File: src/rtl/multicycle_controller.sv
`default_nettype none
// ============================================================================
// Module      : multicycle_controller
// Description : Main sequencer of the multicycle ARM core. Steps each
//               instruction through fetch / decode / execute / writeback and
//               drives the datapath selects, write enables and the AluDecoder
//               alu_op input. Memory states wait on mem_ready, with an
//               optional timeout that raises a sticky mem_err flag.
// Ports       : clk, reset_n (async, active low)
//               op[1:0], funct[5:0]  - instruction fields instr[27:26], [25:20]
//               mem_ready            - memory access completes this cycle
//               ir_write, next_pc    - fetch enables
//               adr_src, alu_src_a, alu_src_b, result_src, alu_op - selects
//               reg_w, mem_w, branch - write/branch requests (pre cond-gating)
//               instr_done, illegal  - one-cycle status pulses
//               mem_err              - sticky memory timeout flag
//               state[3:0]           - current state code
// Revision    : 1.0 - initial release
// ============================================================================
module multicycle_controller #(
    parameter int TIMEOUT = 16
) (
    input  logic       clk,
    input  logic       reset_n,
    input  logic [1:0] op,
    input  logic [5:0] funct,
    input  logic       mem_ready,
    output logic       ir_write,
    output logic       next_pc,
    output logic       adr_src,
    output logic [1:0] alu_src_a,
    output logic [1:0] alu_src_b,
    output logic [1:0] result_src,
    output logic       alu_op,
    output logic       reg_w,
    output logic       mem_w,
    output logic       branch,
    output logic       instr_done,
    output logic       illegal,
    output logic       mem_err,
    output logic [3:0] state
);

    localparam logic [3:0] c_FETCH    = 4'd0;
    localparam logic [3:0] c_DECODE   = 4'd1;
    localparam logic [3:0] c_MEMADR   = 4'd2;
    localparam logic [3:0] c_MEMREAD  = 4'd3;
    localparam logic [3:0] c_MEMWB    = 4'd4;
    localparam logic [3:0] c_MEMWRITE = 4'd5;
    localparam logic [3:0] c_EXECR    = 4'd6;
    localparam logic [3:0] c_EXECI    = 4'd7;
    localparam logic [3:0] c_ALUWB    = 4'd8;
    localparam logic [3:0] c_BRANCH   = 4'd9;

    // The counter only has to reach TIMEOUT-1.
    localparam int                 c_CNT_W     = (TIMEOUT > 2) ? $clog2(TIMEOUT) : 1;
    localparam logic [c_CNT_W-1:0] c_CNT_LIMIT = (TIMEOUT > 0) ? c_CNT_W'(TIMEOUT - 1) : '0;

    logic [3:0]         r_state;
    logic [3:0]         w_next;
    logic [c_CNT_W-1:0] r_wait_cnt;
    logic               r_mem_err;
    logic               w_mem_wait;
    logic               w_timeout;

    // Raw enables before reset gating.
    logic w_ir_write;
    logic w_next_pc;
    logic w_reg_w;
    logic w_mem_w;
    logic w_branch;
    logic w_instr_done;
    logic w_illegal;

    assign w_mem_wait = (r_state == c_FETCH) || (r_state == c_MEMREAD) ||
                        (r_state == c_MEMWRITE);

    // A mem_ready arriving in the limit cycle takes priority over the timeout.
    assign w_timeout  = (TIMEOUT > 0) && w_mem_wait && !mem_ready &&
                        (r_wait_cnt == c_CNT_LIMIT);

    // ------------------------------------------------------------------------
    // State register, wait counter and sticky error flag
    // ------------------------------------------------------------------------
    always_ff @(posedge clk or negedge reset_n) begin
        if (!reset_n) begin
            r_state    <= c_FETCH;
            r_wait_cnt <= '0;
            r_mem_err  <= 1'b0;
        end else if (w_timeout) begin
            r_state    <= c_FETCH;
            r_wait_cnt <= '0;
            r_mem_err  <= 1'b1;
        end else begin
            r_state <= w_next;
            if (w_next != r_state) begin
                r_wait_cnt <= '0;
            end else if (w_mem_wait && !mem_ready) begin
                r_wait_cnt <= r_wait_cnt + 1'b1;
            end
        end
    end

    // ------------------------------------------------------------------------
    // Next-state and output decode
    // ------------------------------------------------------------------------
    always_comb begin
        w_next       = c_FETCH;
        w_ir_write   = 1'b0;
        w_next_pc    = 1'b0;
        adr_src      = 1'b0;
        alu_src_a    = 2'b00;
        alu_src_b    = 2'b00;
        result_src   = 2'b00;
        alu_op       = 1'b0;
        w_reg_w      = 1'b0;
        w_mem_w      = 1'b0;
        w_branch     = 1'b0;
        w_instr_done = 1'b0;
        w_illegal    = 1'b0;

        case (r_state)
            c_FETCH: begin
                alu_src_a  = 2'b01;
                alu_src_b  = 2'b10;
                result_src = 2'b10;
                w_ir_write = mem_ready;
                w_next_pc  = mem_ready;
                w_next     = mem_ready ? c_DECODE : c_FETCH;
            end
            c_DECODE: begin
                alu_src_a  = 2'b01;
                alu_src_b  = 2'b10;
                result_src = 2'b10;
                case (op)
                    2'b00:   w_next = funct[5] ? c_EXECI : c_EXECR;
                    2'b01:   w_next = c_MEMADR;
                    2'b10:   w_next = c_BRANCH;
                    default: begin
                        w_next    = c_FETCH;
                        w_illegal = 1'b1;
                    end
                endcase
            end
            c_MEMADR: begin
                alu_src_b = 2'b01;
                w_next    = funct[0] ? c_MEMREAD : c_MEMWRITE;
            end
            c_MEMREAD: begin
                adr_src = 1'b1;
                w_next  = mem_ready ? c_MEMWB : c_MEMREAD;
            end
            c_MEMWB: begin
                result_src   = 2'b01;
                w_reg_w      = 1'b1;
                w_instr_done = 1'b1;
            end
            c_MEMWRITE: begin
                adr_src      = 1'b1;
                w_mem_w      = 1'b1;
                w_instr_done = mem_ready;
                w_next       = mem_ready ? c_FETCH : c_MEMWRITE;
            end
            c_EXECR: begin
                alu_op = 1'b1;
                w_next = c_ALUWB;
            end
            c_EXECI: begin
                alu_src_b = 2'b01;
                alu_op    = 1'b1;
                w_next    = c_ALUWB;
            end
            c_ALUWB: begin
                w_reg_w      = 1'b1;
                w_instr_done = 1'b1;
            end
            c_BRANCH: begin
                alu_src_b    = 2'b01;
                result_src   = 2'b10;
                w_branch     = 1'b1;
                w_instr_done = 1'b1;
            end
            default: begin
                // Unreachable codes recover to FETCH with all outputs idle.
                w_next = c_FETCH;
            end
        endcase
    end

    // Enables are forced low combinationally so an asserted reset silences
    // them at once rather than at the next clock edge.
    assign ir_write   = w_ir_write   & reset_n;
    assign next_pc    = w_next_pc    & reset_n;
    assign reg_w      = w_reg_w      & reset_n;
    assign mem_w      = w_mem_w      & reset_n;
    assign branch     = w_branch     & reset_n;
    assign instr_done = w_instr_done & reset_n;
    assign illegal    = w_illegal    & reset_n;
    assign mem_err    = r_mem_err;
    assign state      = r_state;

endmodule
`default_nettype wire
File: config.mk
export PLATFORM = sky130hd
export DESIGN_NAME = multicycle_controller
export DESIGN_NICKNAME = d
export VERILOG_FILES = /design/src/rtl/multicycle_controller.sv
export SDC_FILE = /design/constraint.sdc
export NUM_CORES = 1
export LEC_CHECK = 0
export ABC_AREA = 1
export CAP_MARGIN = 40
export CORE_MARGIN = 2
export CORE_UTILIZATION = 35
export CTS_BUF_LIST = sky130_fd_sc_hd__clkbuf_2
export CTS_CLUSTER_DIAMETER = 30
export DETAILED_ROUTE_END_ITERATION = 16
export GPL_ROUTABILITY_DRIVEN = 0
export HOLD_SLACK_MARGIN = 0.12
export PLACE_DENSITY_LB_ADDON = 0.25
export SLEW_MARGIN = 20
export SYNTH_ARGS = -nofsm -noshare
export SYNTH_HDL_FRONTEND = slang
export SYNTH_SLANG_ARGS = --single-unit
File: constraint.sdc
create_clock -name clk -period 1.4 [get_ports clk]
set_input_delay 0.14 -clock clk [delete_from_list [all_inputs] [get_ports clk]]
set_output_delay 0.14 -clock clk [all_outputs]
set_load 0.01 [all_outputs]
==> results.md <==
Run status:
- The flow ran to the end, but the final reports show violations.
- The checks that failed: negative setup slack.

Synthesis:
- The synthesized design contains 9 register bits.
- Of all cell types, the one taking the most synthesized area is dfrtp_1.
- The synthesized area per cell is 7.18 µm².
- The post-synthesis net count is 112.
- Sorting the synthesized cells by area gives the leading types as dfrtp_1 (31%), nand3_1 (8.4%), inv_1 (7.8%).
- The instance count of the mapped netlist is 100.
- Of the synthesized area, sequential elements account for 0.314.
- The portion of synthesized cell area occupied by the leading cell type is 0.314.
- The number of warnings issued by yosys is 0.
- The netlist uses 23 different library cells.
- The cell area after synthesis is 718 µm².

Floorplanning:
- The total I/O pin count is 31.
- The die height is 49.3 µm.
- The initial utilization of the core area, before any placement, comes to 0.370.
- The number of placement rows is 16.
- The die covers 2430 µm².
- The core region is 1940 µm².
- The die is 49.3 µm wide.

Worst setup path:
- The largest driver fanout on the critical path is 4.
- By instance count, the cell type seen most on the critical path is buf_6.
- The depth of the worst register-to-register path is 10.
- The reg-to-reg critical path endpoint is state[2].
- Walking the worst path, the cells encountered are buf_6 > inv_4 > buf_6 > nor2_4 > nand2_2 > o211ai_1 > buf_2.
- The worst reg2reg path startpoint is state[2].
- The count of buffering cells on the critical path with inverters included is 4.
- The worst endpoint required time is 1.26 ns.
- The cell family contributing the most delay on the critical path is buffers and inverters.
- The delay contributed by the slowest stage of the critical path is 0.42 ns.
- The setup path with the least slack is of type reg -> out.
- STA classifies the critical path endpoint as an output pin.
- The largest individual stage delay along the critical path comes from the cell dfrtp_2.
- The arrival time of the worst setup path is 1.40 ns.
- The critical path crosses 7 cells after its start point.
- STA classifies the critical path startpoint as a flip-flop.
- The setup check on the worst reg-to-reg path leaves a slack of -0.06 ns.

Cells and area:
- The storage element area is 230 µm².
- The net count of the finished layout is 183.
- Measured on the finished design, the core utilization comes to 0.753.
- The repair_antennas step left the layout with diodes totalling 0.
- The finished layout holds 197 standard cells, fillers aside.
- The layout has 154 filler cells.
- From synthesis to final layout, the design area changed by 103%.
- Leaving out fill and tap cells, the most frequent cell in the layout is buf_4.
- Summing all multi-input logic gate instances after layout gives 517 µm².
- Leaving out fill and tap cells, the most frequent cells in the layout are buf_4 (30), inv_1 (13), buf_2 (13), buf_6 (13).
- The share of final-layout standard cells stronger than drive strength 1 is 0.653.

Timing:
- The maximum clock frequency is 651 MHz.
- After layout, the worst setup slack is -0.137 ns.
- The clock tree skew after final layout is 0.00752 ns.
- The minimum period implied by the final worst setup slack is 1.54 ns.
- Setup violations remaining at the end of the flow were counted as 18.
- Setup repair after global routing could not meet its margin everywhere.
- The final hold violation count is 0.
- The count of final max-slew check failures is 0.
- Of the available clock period, the critical path in the final layout requires 1.10.

Global routing:
- In the global route stage, met2 resource usage came out at 0.396.
- The maximum number of pins on one net before global-route repair is 10.
- The number of global-route vias before repair is 961.
- The global-route wire length before repair is 4100 µm.
- The met3 global-route usage is 0.0429.
- met2 is the most crowded layer.
- The met1 capacity usage during global routing is 0.229.
- The total grt overflow is 0.
- The initial antenna violation count is 0.
- For this run, the total global-route usage over all layers was measured as 0.215.

Power:
- The clock share of power is 0.063.
- The leakage dissipation is 0.000790 µW.
- The share of power burned in combinational logic is 0.779.
- Of the total power, the share spent switching nets is 0.440.
- The peak supply drop is 1.21 mV.
- The internal portion of the total power is 1440 µW.
- In this run the power spent charging and discharging nets is 1130 µW.
- Of the total power, registers draw 0.159.
- The power per standard cell area is 1760 nW/µm².

CTS:
- The insertion delay to the later sink of the worst-skew pair is 0.24 ns.
- In this run the clock root is driven by a clkbuf_2.
- TritonCTS built the clock tree.
- Clock-pin slew was measured on the worst setup and hold paths at 0.09 ns.
- The H-tree level count is 1.
- The number of clock buffers added by TritonCTS is 3.
- In this run, post-CTS hold repair placed 0 buffers.
- Clock tree synthesis found a total of 9 sinks.
- Counting along the longest clock path gives a buffer depth of 2.

Run:
- The max-cap violation count is 0.

Drt:
- The number of detailed-routing iterations run before antenna repair is 4.
- The number of violations reported at the end of detailed-routing iteration 0 is 10.
- In the final routed layout, each cell accounts on average for 12.7 µm.
- For this run, design rule violations remaining after detail routing come to 0.
- The via density per instance is 4.62.
- Summing over every cut layer, the via total after detailed routing is 910.
- The number of nets with antenna violations after routing is 0.
- The total routed wirelength is 2510 µm.

Place:
- The number of buffers inserted by port buffering is 25.
- The cell count after placement is 179.
- The detailed placer's ending HPWL is 1590 µm.

Hold path:
- The worst hold-check path type is in -> async.
[cells in the mapped netlist]
library cell / count
a21oi_1: 3
a31o_2: 1
buf_4: 2
clkinv_2: 1
conb_1: 1
dfrtp_1: 9
ha_1: 1
inv_1: 15
inv_2: 5
nand2_1: 15
nand2_2: 3
nand2_4: 1
nand3_1: 12
nand3_4: 2
nand4_1: 1
nor2_1: 14
nor2_2: 5
nor2_4: 2
nor3_2: 3
nor4_2: 1
o211ai_1: 1
o21ai_0: 1
xor2_1: 1
[metal layers]
| metal | wire length, µm | up-vias |
|---|---|---|
| met2 | 1340 | 23 |
| met1 | 1050 | 433 |
| met3 | 77 | 6 |
| met4 | 40 | 0 |
| met5 | 0 | - |
| li1 | - | 448 |
[worst max path at each step]
stage	slack (ns)	to	start
final	-0.14	alu_src_b[0]	state[1]
after detailed placement	-0.28	illegal	reset_n
after floorplan	0.05	next_pc	state[1]
after CTS	-0.13	adr_src	state[0]
after global placement	-0.25	illegal	reset_n
after global routing	-0.21	alu_src_b[0]	state[1]
[repair_timing]
item / in CTS / in global routing
hold endpoints to repair: 0 / 0
buffers inserted: 13 / 3
gates resized for setup: 96 / 21
endpoints found under the setup margin: 26 / 24
pin swaps: 14 / 9
[state kept, by name, indices dropped and copies added (netlist names)]
signal	cells
r_wait_cnt	4
state	4
mem_err	1
[layout make-up]
class | count | share of cell area
multi-input combinational | 68 | 0.354
tap | 27 | 0.0231
sequential | 9 | 0.158
clock buffer | 4 | 0.0137
inverter | 21 | 0.0625
timing repair buffer | 68 | 0.390
[per-stage QoR]
stage	setup slack [ns]	setup TNS, ns	hold WS (ns)	power (µW)	cell area (µm²)
CTS	-0.133	-0.798	0.204	2380	1390
floorplan	0.0543	0	-0.156	1050	718
detailed placement	-0.282	-2.94	0.460	1850	1220
global placement	-0.251	-2.70	0.449	1820	1220
finish	-0.137	-1.08	0.210	2570	1460
global route	-0.206	-2.82	0.237	2740	1460
[cell families (layout without fill, tap and decap cells)]
group | after synthesis | in the layout | share of synthesized area
buffers and inverters | 23 | 93 | 0.132
XOR/XNOR | 1 | 1 | 0.0122
adder cells (fa/ha/maj) | 1 | 1 | 0.0174
AO/OA/AOI/OAI | 6 | 6 | 0.0505
flip-flops | 9 | 9 | 0.314
other | 1 | 1 | 0.00522
AND/OR/NAND/NOR | 59 | 59 | 0.469
[power groups by stage]
stage	Clock [µW]	Sequential, µW	Combinational [µW]
2_1_floorplan	0	418	632
3_3_place_gp	0	404	1420
3_5_place_dp	0	404	1440
4_1_cts	172	388	1820
5_1_grt	182	417	2140
6_report	162	408	2000
No activity file was read; power rests on OpenSTA's default activity.
